`src/rtl/uart_mmio_if.sv`:
```
// Bus slot signals between the system bus slot decoder (master) and
// the UART register front end (slave).
interface uart_mmio_if;
    logic        cs;
    logic        read;
    logic        write;
    logic [2:0]  addr;
    logic [31:0] wr_data;
    logic [31:0] rd_data;

    modport master (
        output cs, read, write, addr, wr_data,
        input  rd_data
    );

    modport slave (
        input  cs, read, write, addr, wr_data,
        output rd_data
    );
endinterface

```
`src/rtl/uart_mmio_ctrl.sv`:
```
// UART memory-mapped register front end.
// Turns single-cycle bus accesses into one-cycle FIFO push/pop pulses,
// holds the runtime line configuration and keeps sticky error status.
// Optional interrupt logic is enabled by defining UART_MMIO_IRQ_EN;
// without it register 6 reads 0 and irq is tied low.
module uart_mmio_ctrl #(
    parameter int DATA_BITS    = 8,
    parameter int DVSR_WIDTH   = 11,
    parameter int DEFAULT_DVSR = 650
) (
    input  logic                  clk,
    input  logic                  reset,
    uart_mmio_if.slave            bus,
    output logic                  uart_rd,
    output logic                  uart_wr,
    output logic [DATA_BITS-1:0]  uart_wr_data,
    input  logic [DATA_BITS-1:0]  uart_rd_data,
    input  logic                  uart_tx_full,
    input  logic                  uart_rx_empty,
    input  logic                  parity_err,
    input  logic                  frame_err,
    input  logic                  overflow_err,
    output logic                  data_bit,
    output logic [1:0]            sb_ticks,
    output logic                  parity_en,
    output logic                  parity_pol,
    output logic [DVSR_WIDTH-1:0] dvsr,
    output logic                  irq
);

    localparam logic [2:0] A_STATUS  = 3'd0;
    localparam logic [2:0] A_DVSR    = 3'd1;
    localparam logic [2:0] A_TX      = 3'd2;
    localparam logic [2:0] A_POP     = 3'd3;
    localparam logic [2:0] A_CTRL    = 3'd4;
    localparam logic [2:0] A_ERR_CLR = 3'd5;
    localparam logic [2:0] A_IRQ_EN  = 3'd6;

    logic        rd_en, wr_en;
    logic        tx_req, tx_push, tx_drop, rx_pop;
    logic [3:0]  err_clr;
    logic        par_sticky, frm_sticky, ovf_sticky, drop_sticky;
    logic [1:0]  irq_en_reg;
    logic [31:0] rd_mux;
    logic        unused_wdata;

    // Upper write-data bits are not used by every register.
    assign unused_wdata = &{1'b0, bus.wr_data};

    assign rd_en   = bus.cs & bus.read;
    assign wr_en   = bus.cs & bus.write;
    assign tx_req  = wr_en & (bus.addr == A_TX);
    assign tx_push = tx_req & ~uart_tx_full;
    assign tx_drop = tx_req & uart_tx_full;
    assign rx_pop  = wr_en & (bus.addr == A_POP) & ~uart_rx_empty;
    assign err_clr = (wr_en && bus.addr == A_ERR_CLR) ? bus.wr_data[3:0] : 4'b0;

    // Read-data selection from the current register state; write-only and unused addresses read 0.
    always_comb begin
        rd_mux = 32'b0;
        case (bus.addr)
            A_STATUS: rd_mux = 32'(uart_rd_data)
                             | {18'b0, drop_sticky, ovf_sticky, frm_sticky, par_sticky,
                                uart_tx_full, uart_rx_empty, 8'b0};
            A_DVSR:   rd_mux = 32'(dvsr);
            A_CTRL:   rd_mux = {27'b0, parity_pol, parity_en, sb_ticks, data_bit};
            A_IRQ_EN: rd_mux = {30'b0, irq_en_reg};
            default:  rd_mux = 32'b0;
        endcase
    end

    // Bus read register, FIFO strobes, configuration and sticky error state.
    always_ff @(posedge clk) begin
        if (reset) begin
            bus.rd_data  <= 32'b0;
            uart_wr      <= 1'b0;
            uart_rd      <= 1'b0;
            uart_wr_data <= '0;
            dvsr         <= DVSR_WIDTH'(DEFAULT_DVSR);
            data_bit     <= 1'b0;
            sb_ticks     <= 2'b0;
            parity_en    <= 1'b0;
            parity_pol   <= 1'b0;
            par_sticky   <= 1'b0;
            frm_sticky   <= 1'b0;
            ovf_sticky   <= 1'b0;
            drop_sticky  <= 1'b0;
        end else begin
            uart_wr <= tx_push;
            uart_rd <= rx_pop;
            if (rd_en)
                bus.rd_data <= rd_mux;
            if (tx_push)
                uart_wr_data <= bus.wr_data[DATA_BITS-1:0];
            if (wr_en && bus.addr == A_DVSR)
                dvsr <= bus.wr_data[DVSR_WIDTH-1:0];
            if (wr_en && bus.addr == A_CTRL)
                {parity_pol, parity_en, sb_ticks, data_bit} <= bus.wr_data[4:0];
            // A new error pulse in the same cycle as its clear keeps the bit set.
            par_sticky  <= parity_err   | (par_sticky  & ~err_clr[0]);
            frm_sticky  <= frame_err    | (frm_sticky  & ~err_clr[1]);
            ovf_sticky  <= overflow_err | (ovf_sticky  & ~err_clr[2]);
            drop_sticky <= tx_drop      | (drop_sticky & ~err_clr[3]);
        end
    end

`ifdef UART_MMIO_IRQ_EN
    // Interrupt enables and registered interrupt request.
    always_ff @(posedge clk) begin
        if (reset) begin
            irq_en_reg <= 2'b0;
            irq        <= 1'b0;
        end else begin
            if (wr_en && bus.addr == A_IRQ_EN)
                irq_en_reg <= bus.wr_data[1:0];
            irq <= (irq_en_reg[0] & ~uart_rx_empty)
                 | (irq_en_reg[1] & (par_sticky | frm_sticky | ovf_sticky | drop_sticky));
        end
    end
`else
    assign irq_en_reg = 2'b0;
    assign irq        = 1'b0;
`endif

endmodule

```
`src/flat_wrapper.sv`:
```
// flat-port wrapper written by rule: the top's interface ports become plain ports
module uart_mmio_ctrl_flat 
#(
    parameter int DATA_BITS    = 8,
    parameter int DVSR_WIDTH   = 11,
    parameter int DEFAULT_DVSR = 650
)
  (clk, reset, uart_rd, uart_wr, uart_wr_data, uart_rd_data, uart_tx_full, uart_rx_empty, parity_err, frame_err, overflow_err, data_bit, sb_ticks, parity_en, parity_pol, dvsr, irq, bus_cs, bus_read, bus_write, bus_addr, bus_wr_data, bus_rd_data);
  uart_mmio_if bus_i ();
  input  logic clk;
  input  logic reset;
  output logic uart_rd;
  output logic uart_wr;
  output logic [DATA_BITS-1:0] uart_wr_data;
  input  logic [DATA_BITS-1:0] uart_rd_data;
  input  logic uart_tx_full;
  input  logic uart_rx_empty;
  input  logic parity_err;
  input  logic frame_err;
  input  logic overflow_err;
  output logic data_bit;
  output logic [1:0] sb_ticks;
  output logic parity_en;
  output logic parity_pol;
  output logic [DVSR_WIDTH-1:0] dvsr;
  output logic irq;
  input wire logic [$bits(bus_i.cs)-1:0] bus_cs;
  input wire logic [$bits(bus_i.read)-1:0] bus_read;
  input wire logic [$bits(bus_i.write)-1:0] bus_write;
  input wire logic [$bits(bus_i.addr)-1:0] bus_addr;
  input wire logic [$bits(bus_i.wr_data)-1:0] bus_wr_data;
  output wire logic [$bits(bus_i.rd_data)-1:0] bus_rd_data;
  assign bus_i.cs = bus_cs;
  assign bus_i.read = bus_read;
  assign bus_i.write = bus_write;
  assign bus_i.addr = bus_addr;
  assign bus_i.wr_data = bus_wr_data;
  assign bus_rd_data = bus_i.rd_data;
  uart_mmio_ctrl #(.DATA_BITS(DATA_BITS), .DVSR_WIDTH(DVSR_WIDTH), .DEFAULT_DVSR(DEFAULT_DVSR)) u_core (.clk(clk), .reset(reset), .bus(bus_i), .uart_rd(uart_rd), .uart_wr(uart_wr), .uart_wr_data(uart_wr_data), .uart_rd_data(uart_rd_data), .uart_tx_full(uart_tx_full), .uart_rx_empty(uart_rx_empty), .parity_err(parity_err), .frame_err(frame_err), .overflow_err(overflow_err), .data_bit(data_bit), .sb_ticks(sb_ticks), .parity_en(parity_en), .parity_pol(parity_pol), .dvsr(dvsr), .irq(irq));
endmodule
```
`config.mk`:
```
export PLATFORM = sky130hd
export DESIGN_NAME = uart_mmio_ctrl_flat
export DESIGN_NICKNAME = d
export VERILOG_FILES = /design/src/rtl/uart_mmio_if.sv /design/src/rtl/uart_mmio_ctrl.sv /design/src/flat_wrapper.sv
export SDC_FILE = /design/constraint.sdc
export NUM_CORES = 1
export LEC_CHECK = 0
export ABC_CLOCK_PERIOD_IN_PS = 1100
export CORE_MARGIN = 2
export CORE_UTILIZATION = 45
export DETAILED_ROUTE_END_ITERATION = 6
export DONT_BUFFER_PORTS = 1
export PLACE_DENSITY = 0.63
export SYNTH_ARGS = -nofsm -noshare
export SYNTH_HDL_FRONTEND = slang
export SYNTH_SLANG_ARGS = --single-unit
export TNS_END_PERCENT = 5
```
`constraint.sdc`:
```
create_clock -name clk -period 1.1 [get_ports clk]
set_clock_uncertainty 0.05 [all_clocks]
set_input_delay 0.165 -clock clk [delete_from_list [all_inputs] [get_ports clk]]
set_output_delay 0.165 -clock clk [all_outputs]
set_load 0.005 [all_outputs]
```
# Yosys cells after proc, flatten, opt, wreduce, memory -nomap -nowiden

Cells that the tools add are included.

Eq/ne operators: 5
Mux-type cells: 2
Bitwise operators: 22
Reduce and logical (&&, ||, !) cells: 4

Operators by type and width:

| kind               | number |
|---|---|
| $pmux 32 s3        | 1 |
| $or 8x14->14       | 1 |
| $and 1x1->1        | 11 |
| $eq 3x2->1 const B | 2 |
| $eq 3x3->1 const B | 2 |
| $not 1->1          | 6 |
| $mux 4             | 1 |
| $or 1x1->1         | 4 |
| $eq 3x1->1 const B | 1 |
| $logic_and 1x1->1  | 3 |
| $logic_not 3->1    | 1 |

Flip-flop bits (word level): 62
Bits of input ports: 53
Output and inout port bits: 59
Word-level logic and storage cells: 46

# Logic depth before layout (Yosys ltp)

Depth after elaboration: 6
Depth in mapped cells: 4

# Least setup slack after synthesis

OpenSTA, ideal clock, no wires.

Path type: input to register
From: input port reset
To: register u_core.bus.rd_data[10]
Arrival time: 914 ps
Data required time: 922 ps
Slack: 8 ps
Cell stages on the path: 4
Path through: buf_2 clkbuf_1 clkbuf_1 nor2_1

RTL lines:

| element                | line                 | source |
|---|---|---|
| start: declaration     | flat_wrapper.sv:11   | `input logic reset;` |
| end signal: assignment | uart_mmio_ctrl.sv:92 | `bus.rd_data <= rd_mux;` |
| end: declaration       | uart_mmio_if.sv:18   | `output rd_data` |

No word-level cell between the ends.

# Final worst setup path

From: input port bus_addr[0]
To: register u_core.drop_sticky

Cells in the longest elaborated chain, start to end: 6

RTL lines:

| element                | line                  | source |
|---|---|---|
| start: declaration     | flat_wrapper.sv:30    | `input wire logic [$bits(bus_i.addr)-1:0] bus_addr;` |
| $eq 3x3->1             | uart_mmio_ctrl.sv:56  | `assign err_clr = (wr_en && bus.addr == A_ERR_CLR) ? bus.wr_data[3:0] : 4'b0;` |
| $logic_and 1x1->1      | uart_mmio_ctrl.sv:56  |  |
| $mux 4                 | uart_mmio_ctrl.sv:56  |  |
| $not 1->1              | uart_mmio_ctrl.sv:103 | `drop_sticky <= tx_drop \| (drop_sticky & ~err_clr[3]);` |
| $and 1x1->1            | uart_mmio_ctrl.sv:103 |  |
| $or 1x1->1 (*)         | uart_mmio_ctrl.sv:103 |  |
| end signal: assignment | uart_mmio_ctrl.sv:103 |  |
| end: declaration       | uart_mmio_ctrl.sv:42  | `logic par_sticky, frm_sticky, ovf_sticky, drop_sticky;` |

Every way passes the cells marked *; elsewhere a longest branch is shown, timed or not.
A chain may end at the register's enable or synchronous reset.

==> qor.txt <==
total negative slack for setup checks = 0 ns
combinational share of power = 7.9%
count of final hold-check violations = 0
number of filler cells placed in the layout = 422
crit path time final = 1.04 ns
initial DRC count = 59
Routed WL = 4670 µm
DR vias = 1507
Clk network pwr share = 39.2%
post-detail-place hpwl = 3150 µm
number of standard cells in the final layout excluding fillers = 283
drc violations = 0
PortBufs = 0
Cell Area, Placed = 0.00209 mm²
maximum clock insertion buffer count = 2
clock tree from TritonCTS = yes
total clock buffers created by CTS = 5
Post-Syn Instances = 213
clock edge transition at the registers on the reported setup and hold paths = 0.08 ns
fraction of power spent switching nets = 21.6%
Syn Area/Cell = 9.76 µm²
largest net degree at the start of global routing = 38
number of routed nets with antenna violations = 0
NumNets Final = 283
library cells used by synthesis = 31
min-delay worst type = in2reg
CP endpoint kind = register
kind of critical path = in2reg
category of the worst setup path launch point = primary input
share of post-route cells with drive strength above 1 = 11.3%
number of maximum-capacitance constraint violations = 0
# diodes = 0
total of warnings raised by yosys = 0
H-tree level count = 2
minimum hold slack = 0.00367 ns
Data arrival, critical path = 1.23 ns
Die Height = 72.0 µm
placeable core region = 0.00441 mm²
die area = 0.00518 mm²
Num Clock Sinks = 44
area of the mapped netlist = 0.00208 mm²
clock root buffer = clkbuf_8
clock insertion delay at the later pin of the skew report = 0.29 ns
final RePlAce weighted congestion = 0.762
sequential share of the synthesized area = 42.4%
critical path peak fanout = 24
data required time at the worst endpoint = 1.28 ns
outcome = finished clean
final count of pins violating max slew = 0
power density over the cells = 1320 mW/mm²
period utilisation layout = 94.8%
number of global-route vias before repair = 1523
highest clock rate = 959 MHz
Leak Pwr = 0.938 nW
IO Pins = 112
number of rows created at floorplan = 24
per-cell routed wire length = 16.5 µm
First-pass DRT Iterations = 4
highest ir drop seen on vdd = 0.697 mV
Area Overhead vs Synth = 12.9%
post-placement cell count = 261
RSZ-0062 raised after global routing = false
total of flip-flops plus latches after synthesis = 44
initial antenna violation count = 0
internal power component = 2.42 mW
die width = 72.0 µm
detailed-route vias per instance = 5.33
switching power = 0.667 mW
Total Routing Usage GR = 18.6%
first-pass GRT wire length = 7450 µm
summed area of non-filler cells in the final layout = 0.00235 mm²
final global-route overflow total = 0
share of power burned in registers = 52.9%
number of failing setup endpoints in the final timing report = 0
power after layout = 3.09 mW
initial cell density of the core = 47.1%
==> registers in the layout (all words and copies together) (netlist names) <==
register and count:
u_core.sb_ticks 2, u_core.ovf_sticky 1, u_core.par_sticky 1, u_core.parity_pol 1, u_core.bus.rd_data 14, u_core.dvsr 11, u_core.parity_en 1, u_core.uart_rd 1
u_core.uart_wr_data 8, u_core.data_bit 1, u_core.drop_sticky 1, u_core.uart_wr 1, u_core.frm_sticky 1
==> worst max-delay path, stage by stage <==
cell,delay [ns]
dlygate4sd3_1,0.56
or3b_4,0.37
a21oi_1,0.13
==> power groups by stage <==
stage	clock, mW	sequential [mW]	combinational (mW)
6_report	1.21	1.64	0.244
3_3_place_gp	0	1.67	0.174
5_1_grt	1.31	1.64	0.268
3_5_place_dp	0	1.67	0.177
2_1_floorplan	0	1.67	0.227
4_1_cts	1.25	1.64	0.244
==> layout make-up <==
type / instances / area [µm²] / share of cell area (%)
multi-input combinational: 156 / 1070 / 45.5
clock inverter: 2 / 35.0 / 1.49
timing repair buffer: 22 / 223 / 9.48
clock buffer: 6 / 72.6 / 3.09
inverter: 1 / 3.75 / 0.160
sequential: 44 / 881 / 37.5
tap: 52 / 65.1 / 2.77
==> cell families after synthesis <==
| group | share of synthesized area [%] |
|---|---|
| multiplexers | 17.2 |
| AO/OA/AOI/OAI | 8.36 |
| buffers and inverters | 9.63 |
| AND/OR/NAND/NOR | 22.3 |
| flip-flops | 42.4 |
| other | 0.180 |
==> final timing paths <==
| check | startpoint | to | slack, ns | cells past startpoint |
|---|---|---|---|---|
| min | reset | u_core.uart_wr_data[3] | 0.004 | 2 |
| max reg2reg | u_core.dvsr[8] | u_core.bus.rd_data[8] | 0.08 | 3 |
| min reg2reg | u_core.bus.rd_data[12] | u_core.bus.rd_data[12] | 0.42 | 2 |
| max | bus_addr[0] | u_core.drop_sticky | 0.06 | 3 |
==> metrics by stage <==
step | utilization, % | setup slack, ns
after detailed placement | 47.3 | -0.0951
final | 53.2 | 0.0572
after global routing | 53.2 | 0.0422
after CTS | 53.1 | 0.00164
after floorplan | - | 0.00848
after global placement | 47.3 | -0.0961
==> cell usage after synthesis <==
master / count / area (µm²)
or3_1: 1 / 6.26
nand3_1: 2 / 10.0
nor4b_1: 4 / 35.0
nor3_1: 3 / 15.0
inv_1: 1 / 3.75
a22o_1: 5 / 43.8
dfxtp_1: 44 / 881
conb_1: 1 / 3.75
nand3b_1: 5 / 37.5
nand2b_1: 31 / 194
nor2_1: 19 / 71.3
and2b_1: 1 / 7.51
nor2b_1: 1 / 6.26
nand4b_1: 1 / 8.76
mux2i_1: 29 / 290
and3_1: 1 / 6.26
nor3_2: 1 / 10.0
buf_2: 4 / 20.0
buf_4: 19 / 143
mux2_2: 6 / 67.6
or3b_2: 1 / 8.76
buf_6: 1 / 11.3
o31ai_1: 1 / 7.51
o21ai_0: 5 / 25.0
clkbuf_1: 6 / 22.5
a2111oi_4: 1 / 27.5
and4bb_2: 1 / 12.5
nand2_1: 4 / 15.0
a21oi_1: 5 / 25.0
nand4_1: 3 / 18.8
a22oi_1: 6 / 45.0
==> metal layers <==
metal / part of all wire (%) / global-route usage (%)
met1: 43 / 21.4
met2: 48 / 31.8
met3: 7.4 / 6.39
met4: 1.7 / 7.34
met5: 0 / 0
==> layout by cell type (no fill, tap or decap), types with 3 or more instances in the layout <==
cell / count
a22o_1: 5
a21oi_1: 5
conb_1: 19
mux2i_1: 29
buf_4: 7
clkbuf_8: 5
nor4b_1: 4
dfxtp_1: 44
a22oi_1: 6
nand2b_1: 31
nor3_1: 3
o21ai_0: 5
nor2_1: 19
dlygate4sd3_1: 13
nand2_1: 4
nand4_1: 3
nand3b_1: 5
mux2_2: 6
==> repair_timing <==
| action | CTS | global route |
|---|---|---|
| setup endpoints to repair | 0 | 1 |
| buffers inserted | 0 | 0 |
| hold endpoints to repair | 32 | 0 |
| resized for setup | 0 | 1 |
| hold buffers | 14 | 0 |
No activity file was read; power rests on OpenSTA's default activity.
